===== src/rtl/lab8_pc_unit_if.sv =====
// Control-side bundle for the PC unit: next-PC request in, fetch PC and RAS status out.
// master = control unit (drives stall/op/take/offset/target), slave = lab8_pc_unit.
interface lab8_pc_unit_if #(
    parameter int WIDTH = 8
);
    logic             stall;
    logic [2:0]       op;
    logic             take;
    logic [WIDTH-1:0] offset;
    logic [WIDTH-1:0] target;
    logic [WIDTH-1:0] pc;
    logic             cout;
    logic             ras_full;
    logic             ras_empty;
    logic             ras_err;

    modport master (
        output stall, op, take, offset, target,
        input  pc, cout, ras_full, ras_empty, ras_err
    );

    modport slave (
        input  stall, op, take, offset, target,
        output pc, cout, ras_full, ras_empty, ras_err
    );
endinterface


===== src/rtl/lab8_pc_unit.sv =====
// Program-counter unit: SEQ/BRANCH/JUMP/CALL/RET with a circular return-address stack.
// Ports: clk, reset (sync, active-high), bus (slave): stall/op/take/offset/target in; pc/cout/ras_* out.
module lab8_pc_unit #(
    parameter int WIDTH     = 8,
    parameter int STEP      = 4,
    parameter int RAS_DEPTH = 4,
    parameter int RESET_VEC = 0
) (
    input  logic             clk,
    input  logic             reset,
    lab8_pc_unit_if.slave    bus
);
    localparam int PW = (RAS_DEPTH > 1) ? $clog2(RAS_DEPTH) : 1;
    localparam int CW = $clog2(RAS_DEPTH + 1);

    localparam logic [2:0] OP_BR   = 3'd1;
    localparam logic [2:0] OP_JMP  = 3'd2;
    localparam logic [2:0] OP_CALL = 3'd3;
    localparam logic [2:0] OP_RET  = 3'd4;

    logic [WIDTH-1:0] pc_q, pc_d;
    logic [PW-1:0]    wp_q, wp_d;
    logic [CW-1:0]    cnt_q, cnt_d;
    logic             cout_q, cout_d;
    logic             err_q, err_d;
    logic [WIDTH-1:0] ras_q [RAS_DEPTH];

    logic [WIDTH:0]   seq_w, br_w;
    logic [PW-1:0]    wp_inc, wp_dec;
    logic             full, empty;
    logic             ras_we;

    assign seq_w = {1'b0, pc_q} + (WIDTH+1)'(STEP);
    assign br_w  = {1'b0, pc_q} + {1'b0, bus.offset};

    // Pointer wrap done explicitly so non-power-of-two depths work.
    assign wp_inc = (wp_q == PW'(RAS_DEPTH - 1)) ? '0 : wp_q + 1'b1;
    assign wp_dec = (wp_q == '0) ? PW'(RAS_DEPTH - 1) : wp_q - 1'b1;

    assign full  = (cnt_q == CW'(RAS_DEPTH));
    assign empty = (cnt_q == '0);

    always_comb begin
        pc_d   = pc_q;
        wp_d   = wp_q;
        cnt_d  = cnt_q;
        cout_d = 1'b0;
        err_d  = 1'b0;
        ras_we = 1'b0;
        if (!bus.stall) begin
            pc_d = seq_w[WIDTH-1:0];
            case (bus.op)
                OP_BR: begin
                    if (bus.take) begin
                        pc_d   = br_w[WIDTH-1:0];
                        cout_d = br_w[WIDTH];
                    end
                end
                OP_JMP: pc_d = bus.target;
                OP_CALL: begin
                    // When full, the write slot is the oldest entry: it is overwritten.
                    pc_d   = bus.target;
                    ras_we = 1'b1;
                    wp_d   = wp_inc;
                    if (full) err_d = 1'b1;
                    else      cnt_d = cnt_q + 1'b1;
                end
                OP_RET: begin
                    if (empty) begin
                        err_d = 1'b1;
                    end else begin
                        pc_d  = ras_q[wp_dec];
                        wp_d  = wp_dec;
                        cnt_d = cnt_q - 1'b1;
                    end
                end
                default: ;
            endcase
        end
    end

    always_ff @(posedge clk) begin
        if (reset) begin
            pc_q   <= WIDTH'(RESET_VEC);
            wp_q   <= '0;
            cnt_q  <= '0;
            cout_q <= 1'b0;
            err_q  <= 1'b0;
        end else begin
            pc_q   <= pc_d;
            wp_q   <= wp_d;
            cnt_q  <= cnt_d;
            cout_q <= cout_d;
            err_q  <= err_d;
        end
    end

    // Stack storage carries no reset; entries are only read when count > 0.
    always_ff @(posedge clk) begin
        if (ras_we && !reset) ras_q[wp_q] <= seq_w[WIDTH-1:0];
    end

    assign bus.pc        = pc_q;
    assign bus.cout      = cout_q;
    assign bus.ras_err   = err_q;
    assign bus.ras_full  = full;
    assign bus.ras_empty = empty;
endmodule


===== src/flat_wrapper.sv =====
// flat-port wrapper written by rule: the top's interface ports become plain ports
module lab8_pc_unit_flat 
#(
    parameter int WIDTH     = 8,
    parameter int STEP      = 4,
    parameter int RAS_DEPTH = 4,
    parameter int RESET_VEC = 0
)
  (clk, reset, bus_stall, bus_op, bus_take, bus_offset, bus_target, bus_pc, bus_cout, bus_ras_full, bus_ras_empty, bus_ras_err);
  lab8_pc_unit_if #(.WIDTH(WIDTH)) bus_i ();
  input  logic clk;
  input  logic reset;
  input wire logic [$bits(bus_i.stall)-1:0] bus_stall;
  input wire logic [$bits(bus_i.op)-1:0] bus_op;
  input wire logic [$bits(bus_i.take)-1:0] bus_take;
  input wire logic [$bits(bus_i.offset)-1:0] bus_offset;
  input wire logic [$bits(bus_i.target)-1:0] bus_target;
  output wire logic [$bits(bus_i.pc)-1:0] bus_pc;
  output wire logic [$bits(bus_i.cout)-1:0] bus_cout;
  output wire logic [$bits(bus_i.ras_full)-1:0] bus_ras_full;
  output wire logic [$bits(bus_i.ras_empty)-1:0] bus_ras_empty;
  output wire logic [$bits(bus_i.ras_err)-1:0] bus_ras_err;
  assign bus_i.stall = bus_stall;
  assign bus_i.op = bus_op;
  assign bus_i.take = bus_take;
  assign bus_i.offset = bus_offset;
  assign bus_i.target = bus_target;
  assign bus_pc = bus_i.pc;
  assign bus_cout = bus_i.cout;
  assign bus_ras_full = bus_i.ras_full;
  assign bus_ras_empty = bus_i.ras_empty;
  assign bus_ras_err = bus_i.ras_err;
  lab8_pc_unit #(.WIDTH(WIDTH), .STEP(STEP), .RAS_DEPTH(RAS_DEPTH), .RESET_VEC(RESET_VEC)) u_core (.clk(clk), .reset(reset), .bus(bus_i));
endmodule

===== config.mk =====
export PLATFORM = sky130hd
export DESIGN_NAME = lab8_pc_unit_flat
export DESIGN_NICKNAME = d
export VERILOG_FILES = /design/src/rtl/lab8_pc_unit_if.sv /design/src/rtl/lab8_pc_unit.sv /design/src/flat_wrapper.sv
export SDC_FILE = /design/constraint.sdc
export NUM_CORES = 1
export LEC_CHECK = 0
export ABC_AREA = 1
export BUFFER_PORTS_ARGS = -buffer_cell sky130_fd_sc_hd__buf_2
export CAP_MARGIN = 20
export CORE_ASPECT_RATIO = 0.7
export CORE_MARGIN = 2
export CORE_UTILIZATION = 38
export DETAILED_ROUTE_END_ITERATION = 10
export HOLD_SLACK_MARGIN = 0.1
export PLACE_DENSITY_LB_ADDON = 0.15
export SYNTH_ARGS = -nofsm -noshare
export SYNTH_HDL_FRONTEND = slang
export SYNTH_SLANG_ARGS = --single-unit

===== constraint.sdc =====
create_clock -name clk -period 1.9 [get_ports clk]
set_input_delay 0.285 -clock clk [delete_from_list [all_inputs] [get_ports clk]]
set_output_delay 0.285 -clock clk [all_outputs]
set_load 0.02 [all_outputs]

After elaboration in Yosys (flattened, before gate mapping):

Memories as Yosys holds them, arrays and structs flattened.
Index checks and enable logic that the tools add are counted.

* word-level logic and storage cells: 50
* register bits after elaboration: 15
* memories kept: 1
* input bits: 23
* RAM bits: 32
* output and inout bits: 12

Memories
* u_core.ras_q: words 4, width 8, rd ports 1, clocked after memory_dff 0, write ports 1, line lab8_pc_unit.sv:26 `logic [WIDTH-1:0] ras_q [RAS_DEPTH];`

* reduce and logical (&&, ||, !) cells: 10
* bitwise gates (word level): 3
* equality and inequality tests: 8
* add/subtract/negate cells: 6
* muxes and demuxes: 17

Operator list (count)
* one-hot mux 8 bit (3 select lines): 1
* two-way mux 8 bit: 2
* adder 8 x 8 -> 9 bit: 1
* adder 8 x 3 -> 8 bit (second input constant): 1
* == test 3 x 2 -> 1 bit (second input constant): 2
* == test 3 bit (second input constant): 2
* two-way mux 1 bit: 6
* two-way mux 2 bit: 3
* two-way mux 3 bit: 2
* one-hot mux 3 bit (2 select lines): 1
* inequality test 2 bit (second input constant): 2
* one-hot mux 2 bit (2 select lines): 1
* AND reduction 4 bit: 1
* OR reduction 2 bit: 2
* OR reduction 4 bit: 1
* adder 3 x 1 -> 3 bit (second input constant): 1
* == test 3 x 1 -> 1 bit (second input constant): 1
* zero test 3 bit: 1
* inverter 1 bit: 3
* AND reduction 3 bit: 1
* subtractor 3 x 1 -> 3 bit (second input constant): 1
* adder 2 x 1 -> 2 bit (second input constant): 1
* == test 2 bit (second input constant): 1
* zero test 2 bit: 1
* 5 further kinds: 5

Logic depth before layout (Yosys ltp):

Gate-level depths: netlist (run 1).

* depth after elaboration: 6
* mapped depth: 12
* gate-level depth less buffers: 11

Worst setup path before layout (run 1):

OpenSTA, ideal clock, no wires.

* kind: reg2reg
* start: register u_core.wp_q[0]
* end: register u_core.pc_q[3] (netlist: u_core.bus.pc[3])
* stages on the path, launching flop included: 13
* arrival time: 1.605 ns
* clock period less this slack: 1.669 ns
* slack: 0.231 ns
* buffers on the path: 2
* setup time: 0.064 ns
* data required time: 1.836 ns
* cells stage by stage: dfxtp_1 buf_4 inv_1 ha_1 buf_4 clkinv_1 a21oi_1 o21ai_0 nand2_1 nand2_1 nand2_1 nor2_1 nor2_1

* longest elaborated chain between the ends: 5
* elaborated cells on any way between the ends: 6
* classes of those cells: 1 x add/sub; 3 x mux; 1 x reduce/logical; 1 x memory

Ends and longest elaborated chain
* start: declaration: line lab8_pc_unit.sv:22 `logic [PW-1:0] wp_q, wp_d;`
* start signal: assignment: line lab8_pc_unit.sv:91 `wp_q <= wp_d;`
* subtractor 2 x 1 -> 2 bit / zero test 2 bit (equally long branches): line lab8_pc_unit.sv:38 `assign wp_dec = (wp_q == '0) ? PW'(RAS_DEPTH - 1) : wp_q - 1'b1;`
* two-way mux 2 bit (*): line lab8_pc_unit.sv:38
* memory read (4 x 8 bit) (*)
* two-way mux 8 bit (*): line lab8_pc_unit.sv:69 `if (empty) begin`
* one-hot mux 8 bit (3 select lines) (*): line lab8_pc_unit.sv:52 `case (bus.op)`
* end signal: assignment: line lab8_pc_unit.sv:84 `pc_q <= WIDTH'(RESET_VEC);`
* end signal: assignment: line lab8_pc_unit.sv:90 `pc_q <= pc_d;`
* end: declaration: line lab8_pc_unit.sv:21 `logic [WIDTH-1:0] pc_q, pc_d;`

Mark *: on every way between the ends. The rest lies on a longest branch, timed or not.
A chain may end at the register's enable or synchronous reset.

Worst setup path in the final report (run 1):

* start: register u_core.wp_q[1]
* end: register u_core.wp_q[1]

* longest elaborated chain between the ends: 4
* elaborated cells on any way between the ends: 8
* classes of those cells: 2 x add/sub; 1 x eq/ne; 4 x mux; 1 x reduce/logical

Ends and longest elaborated chain (line)
* subtractor 2 x 1 -> 2 bit / zero test 2 bit (equally long branches): lab8_pc_unit.sv:38
* two-way mux 2 bit: lab8_pc_unit.sv:38
* two-way mux 2 bit: lab8_pc_unit.sv:69
* one-hot mux 2 bit (2 select lines) (*): lab8_pc_unit.sv:52

Mark *: on every way between the ends. The rest lies on a longest branch, timed or not. The select of a mux whose other input is x is not followed.

==> impl_metrics.env, run 1 <==
export IMPL_status="finished, final reports clean"
export IMPL_die_x_um=107
export IMPL_clock_skew_ps=10.6
export IMPL_finalSetupViolCount=0
export IMPL_globalRouteOverflowTotal=0
export IMPL_drive_gt1_share_pct=20.3
export IMPL_path_cells="inv_1 > ha_1 > clkinv_1 > xor2_1 > o21ai_0 > a21oi_1"
export IMPL_fin_crit_sh_pct=89.7
export IMPL_hold_path_class="input port to register"
export IMPL_startpoint_type="register"
export IMPL_area_growth_synth_to_final_pct=16.4
export IMPL_fin_crit_ps=1700
export IMPL_synth_edf_count=32
export IMPL_yosysSeqAreaShare_pct=44.4
export IMPL_post_cts_setup_buffers=0
export IMPL_drc=0
export IMPL_cpPeakStageDelay_ps=360
export IMPL_pwr_share_seq_pct=51.9
export IMPL_finalPower_mw=2.19
export IMPL_detailed_place_hpwl_um=5230
export IMPL_path_max_fanout=10
export IMPL_place_area_um2=3220
export IMPL_viasPerCell=4.66
export IMPL_cts_htree_levels=2
export IMPL_synth_top_family_by_area="simple AND/OR/NAND/NOR gates"
export IMPL_criticalPathCategory="register to register"
export IMPL_insertedDiodeCount=0
export IMPL_coreArea_um2=7250
export IMPL_rsz0062_at_grt="no"
export IMPL_die_y_um=76.3
export IMPL_nets=441
export IMPL_die_area_um2=8190
export IMPL_ant_nets=0
export IMPL_clkPwrFrac_pct=27.2
export IMPL_hold_buffers=0
export IMPL_fin_area_um2=3300
export IMPL_cp_arrival_ps=1890
export IMPL_ys_async_sr_fraction_pct=0
export IMPL_finalHoldViolations=0
export IMPL_regArea_um2=1260
export IMPL_wl_per_cell_um=13.5
export IMPL_grt_pass1_vias=2281
export IMPL_cts_buffer_depth=2
export IMPL_synth_cell_type_count=33
export IMPL_whs_ps=217
export IMPL_syn_num_nets=391
export IMPL_synthMuxAreaShare_pct=0
export IMPL_p_comb_share_pct=20.9
export IMPL_tightest_slew_ps=463
export IMPL_clk_pin_slew_ps=80
export IMPL_place_gp_congestion=0.841
export IMPL_cts_buffers=5
export IMPL_ios=35
export IMPL_ys_ff_latch=47
export IMPL_ctsResizeCount=0
export IMPL_multi_input_area_um2=1360
export IMPL_setup_slack_ps=196
export IMPL_ir_drop_mv=0.386
export IMPL_synth_xor_area_share_pct=1.54
export IMPL_cts_root_buffer="clkbuf_8"
export IMPL_start_util_pct=39.1
export IMPL_grt_max_degree=15
export IMPL_grt_pass1_wl_um=11400
export IMPL_syn_area_per_cell_um2=8.04
export IMPL_maxCapViolations=0
export IMPL_clk_latency_ps=300
export IMPL_routed_wl_um=6770
export IMPL_crit_path_end_kind="register"
export IMPL_cts_tree="yes"
export IMPL_p_int_mw=1.55
export IMPL_power_density_nw_per_um2=664
export IMPL_post_place_ws_ps=228
export IMPL_synth_ff_type="edfxtp_1"
export IMPL_synth_simple_area_share_pct=33.1
export IMPL_row_count=26
export IMPL_fmax_ghz=0.587
export IMPL_p_sw_uw=646
export IMPL_first_pass_iters=4
export IMPL_grt_usage_pct=17.8
export IMPL_clock_sinks=47
export IMPL_p_sw_share_pct=29.5
export IMPL_worstPathRequired_ps=2080
export IMPL_fin_tns_setup_ps=0
export IMPL_syn_inst=353
export IMPL_syn_area_um2=2840
export IMPL_leakagePower_nw=1.54
export IMPL_dr_first_iter_drc_count=174
export IMPL_synth_compound_area_share_pct=6.13
export IMPL_finalMaxSlewViolations=0
export IMPL_num_vias=2339
export IMPL_max_slew_margin_pct=69.1
export IMPL_synth_adder_area_share_pct=7.14
export IMPL_slowest_stage="dfxtp_1"
export IMPL_fill_cells=754
export IMPL_yosysWarnings=0
export IMPL_antenna_found_initial=0
export IMPL_io_buffers=34
==> cell type report <==
class	count	share of cell area (%)
timing repair buffer	50	9.17
inverter	46	5.23
clock buffer	6	2.20
sequential	47	38.2
clock inverter	2	0.379
tap	98	3.71
multi-input combinational	253	41.1
==> worst max-delay path: cells and delay by family, from the launching register on <==
family	cells	cell delay, ps
buffers and inverters	2	370
xor gates and xnor gates	1	250
AOI/OAI and AO/OA	2	290
adders and majority gates	1	310
DFF	1	360
==> per-stage QoR <==
| stage | utilization, % | std cells |
|---|---|---|
| after floorplan | - | 353 |
| after global placement | 44.4 | 494 |
| after detailed placement | 44.4 | 494 |
| after CTS | 45.5 | 502 |
| after global routing | 45.5 | 502 |
| final | 45.5 | 502 |
==> power groups by stage <==
stage | clock network (mW) | logic (mW) | registers [mW]
floorplan | 0 | 0.290 | 1.18
global placement | 0 | 0.455 | 1.16
detailed placement | 0 | 0.459 | 1.16
CTS | 0.620 | 0.461 | 1.14
global route | 0.664 | 0.520 | 1.14
finish | 0.597 | 0.458 | 1.14
==> sequential cells by signal, summed over array words and instances (netlist names) <==
register,cells
u_core.bus.pc,8
u_core.cnt_q,3
u_core.ras_q,32
u_core.bus.cout,1
u_core.wp_q,2
u_core.bus.ras_err,1
==> cells by family after synthesis <==
kind of cell / after synthesis
AO/OA/AOI/OAI: 31
XOR/XNOR: 5
adder cells (fa/ha/maj): 15
buffers and inverters: 53
flip-flops: 47
AND/OR/NAND/NOR: 202
==> cells in the mapped netlist, types with 4 or more instances <==
| library cell | instances | share of area [%] |
|---|---|---|
| inv_2 | 4 | 0.53 |
| edfxtp_1 | 32 | 34 |
| nand3_1 | 38 | 6.7 |
| ha_1 | 13 | 5.7 |
| nor2_1 | 41 | 5.4 |
| nor2_4 | 6 | 2.4 |
| nand2_1 | 101 | 13 |
| a21oi_1 | 13 | 2.3 |
| buf_4 | 5 | 1.3 |
| dfxtp_1 | 15 | 11 |
| o21ai_0 | 10 | 1.8 |
| inv_1 | 41 | 5.4 |
==> final timing paths <==
path	start	end	slack (ps)	cells past startpoint
setup reg to reg	u_core.wp_q[1]	u_core.wp_q[1]	200	6
hold reg to reg	u_core.cnt_q[0]	u_core.cnt_q[0]	510	2
hold / removal	reset	u_core.cnt_q[2]	220	2
setup / recovery	u_core.wp_q[1]	u_core.wp_q[1]	200	6
==> cells in the final DEF, fill, tap and decap left out, types with 13 or more instances in the layout <==
| cell type | Yosys | final |
|---|---|---|
| inv_1 | 41 | 41 |
| buf_4 | 5 | 15 |
| buf_2 | 0 | 34 |
| nand3_1 | 38 | 38 |
| dfxtp_1 | 15 | 15 |
| edfxtp_1 | 32 | 32 |
| a21oi_1 | 13 | 13 |
| ha_1 | 13 | 13 |
| nor2_1 | 41 | 41 |
| nand2_1 | 101 | 101 |
==> metal layers <==
layer / vias up / track usage, % / wire, um
li1: 1237 / - / -
met1: 1038 / 28.3 / 3610
met2: 57 / 25.1 / 2690
met3: 7 / 2.91 / 432
met5: - / 0 / 0
met4: 0 / 3.51 / 46
No activity file was read; power rests on OpenSTA's default activity.
==> inputs of run 2 (changes only) <==
CELL_PAD_IN_SITES_DETAIL_PLACEMENT = 0   (was default)
CELL_PAD_IN_SITES_GLOBAL_PLACEMENT = 1   (was default)
CTS_CLUSTER_SIZE = 25   (was default)
==> run 2 against run 1 <==
Net effect:
- first-iteration DRC count shrank 30%
- register-to-register slack is essentially flat
- non-clock buffer count shrank 2
- hold slack lost 15 ps
- highest routed layer unchanged
- sequential share of layout area shrank 0.072 points
- die area is the same
- maximum frequency grew 0.17%
- via count shrank 1.3%
- largest power group unchanged
- flip-flop and latch count is the same
- core utilization grew 0.086 points
==> impl_metrics.env, run 2 (same netlist as run 1, synthesis figures left out) <==
export IMPL_area_growth_synth_to_final_pct=16.6
export IMPL_top_register="u_core.ras_q"
export IMPL_power_density_nw_per_um2=712
export IMPL_finalMaxSlewViolations=0
export IMPL_worstPathRequired_ps=2100
export IMPL_cts_htree_levels=2
export IMPL_cts_buffers=5
export IMPL_cts_tree="yes"
export IMPL_fin_crit_ps=1700
export IMPL_row_count=26
export IMPL_grt_pass1_vias=2209
export IMPL_fin_tns_setup_ps=0
export IMPL_routed_wl_um=6810
export IMPL_nets=439
export IMPL_dr_first_iter_drc_count=122
export IMPL_detailed_place_hpwl_um=5230
export IMPL_ant_nets=0
export IMPL_drc=0
export IMPL_cp_arrival_ps=1900
export IMPL_path_buf_inv=2
export IMPL_fin_area_um2=3310
export IMPL_startpoint_type="register"
export IMPL_viasPerCell=4.62
export IMPL_first_pass_iters=4
export IMPL_critPathTopFamily="adder cells"
export IMPL_layout_commonest_cell="nand2_1"
export IMPL_clock_skew_ps=7.75
export IMPL_clock_sinks=47
export IMPL_insertedDiodeCount=0
export IMPL_slowest_stage="fa_1"
export IMPL_status="finished, final reports clean"
export IMPL_dp_cells=492
export IMPL_hold_path_class="input port to register"
export IMPL_fin_cells=500
export IMPL_antenna_found_initial=0
export IMPL_coreArea_um2=7250
export IMPL_max_slew_margin_pct=70.5
export IMPL_fmax_ghz=0.588
export IMPL_path_cells="ha_1 > inv_1 > fa_1 > inv_1 > nand2_1 > nand3_1 > nand2_1 > nand2_1 > nor2_1 > nor2_1 > nor2_1"
export IMPL_place_gp_congestion=0.818
export IMPL_die_y_um=76.3
export IMPL_fin_crit_sh_pct=89.5
export IMPL_cpPeakStageDelay_ps=410
export IMPL_io_buffers=34
export IMPL_criticalPathCategory="register to register"
export IMPL_cts_root_buffer="clkbuf_8"
export IMPL_post_cts_setup_buffers=0
export IMPL_largest_reg_flops=32
export IMPL_fill_cells=742
export IMPL_tightest_slew_ps=442
export IMPL_ios=35
export IMPL_finalHoldViolations=0
export IMPL_cts_buffer_depth=2
export IMPL_rsz0062_at_grt="no"
export IMPL_start_util_pct=39.1
export IMPL_drive_gt1_share_pct=20.4
export IMPL_clk_pin_slew_ps=90
export IMPL_crit_path_end_kind="register"
export IMPL_die_area_um2=8190
export IMPL_leakagePower_nw=1.54
export IMPL_place_area_um2=3190
export IMPL_num_vias=2308
export IMPL_clk_latency_ps=300
export IMPL_finalSetupViolCount=0
export IMPL_finalPower_mw=2.36
export IMPL_die_x_um=107
export IMPL_maxCapViolations=0
export IMPL_path_max_fanout=3
export IMPL_grt_usage_pct=17.7
export IMPL_globalRouteOverflowTotal=0
export IMPL_wl_per_cell_um=13.6
export IMPL_ir_drop_mv=0.326
export IMPL_grt_max_degree=17
export IMPL_grt_pass1_wl_um=11300
export IMPL_layout_common_cells="nand2_1 (101), nor2_1 (41), inv_1 (41)"
[run 2: metal layers]
| metal | vias up | global-route usage (%) | share of wire (%) | routed length, um |
|---|---|---|---|---|
| li1 | 1231 | - | - | - |
| met5 | - | 0 | 0 | 0 |
| met1 | 1038 | 27.2 | 53 | 3630 |
| met4 | 0 | 3.51 | 0.43 | 29 |
| met2 | 37 | 25.9 | 43 | 2900 |
| met3 | 2 | 3.08 | 3.8 | 257 |
[run 2: worst paths after layout]
check,from,endpoint,slack [ps],cells after the start
min reg2reg,u_core.cnt_q[0],u_core.cnt_q[0],500,2
min,reset,u_core.cnt_q[2],200,2
max reg2reg,u_core.bus.pc[0],u_core.bus.pc[6],200,11
max,u_core.bus.pc[0],u_core.bus.pc[6],200,11
[run 2: what timing repair did]
action                     in CTS  in global routing
hold buffers                    0                  0
setup endpoints to repair       0                  1
resized for setup               0                  1
[run 2: power breakdown]
group / switching, mW / leakage [nW] / total [mW] / internal (mW)
Combinational: 0.289 / 1.07 / 0.454 / 0.165
Clock: 0.367 / 0.0548 / 0.763 / 0.397
Sequential: 0.0171 / 0.413 / 1.14 / 1.12
Total: 0.673 / 1.54 / 2.36 / 1.68
[run 2: per-stage QoR]
step	setup WS (ps)	utilization (%)	hold WS [ps]
6_report	199	45.6	202
5_1_grt	5.48	45.6	193
4_1_cts	167	45.6	189
3_5_place_dp	182	44.0	493
3_3_place_gp	200	44.0	492
2_1_floorplan	231	-	347
[run 2: layout make-up]
cell class              count  area, um^2  area share, %
inverters                  46         176           5.33
well taps                  98         123           3.71
flip-flops and latches     47        1260           38.1
clock inverters             3        46.3           1.40
clock buffers               5        68.8           2.08
multi-input cells         253        1360           41.1
repair buffers             48         275           8.32
[run 2: worst reg2reg max path: stages (launching register included)]
cell	delay, ps
dfxtp_1	350
ha_1	200
inv_1	70
fa_1	410
inv_1	100
nand2_1	60
nand3_1	110
nand2_1	80
nand2_1	60
nor2_1	40
nor2_1	90
nor2_1	40
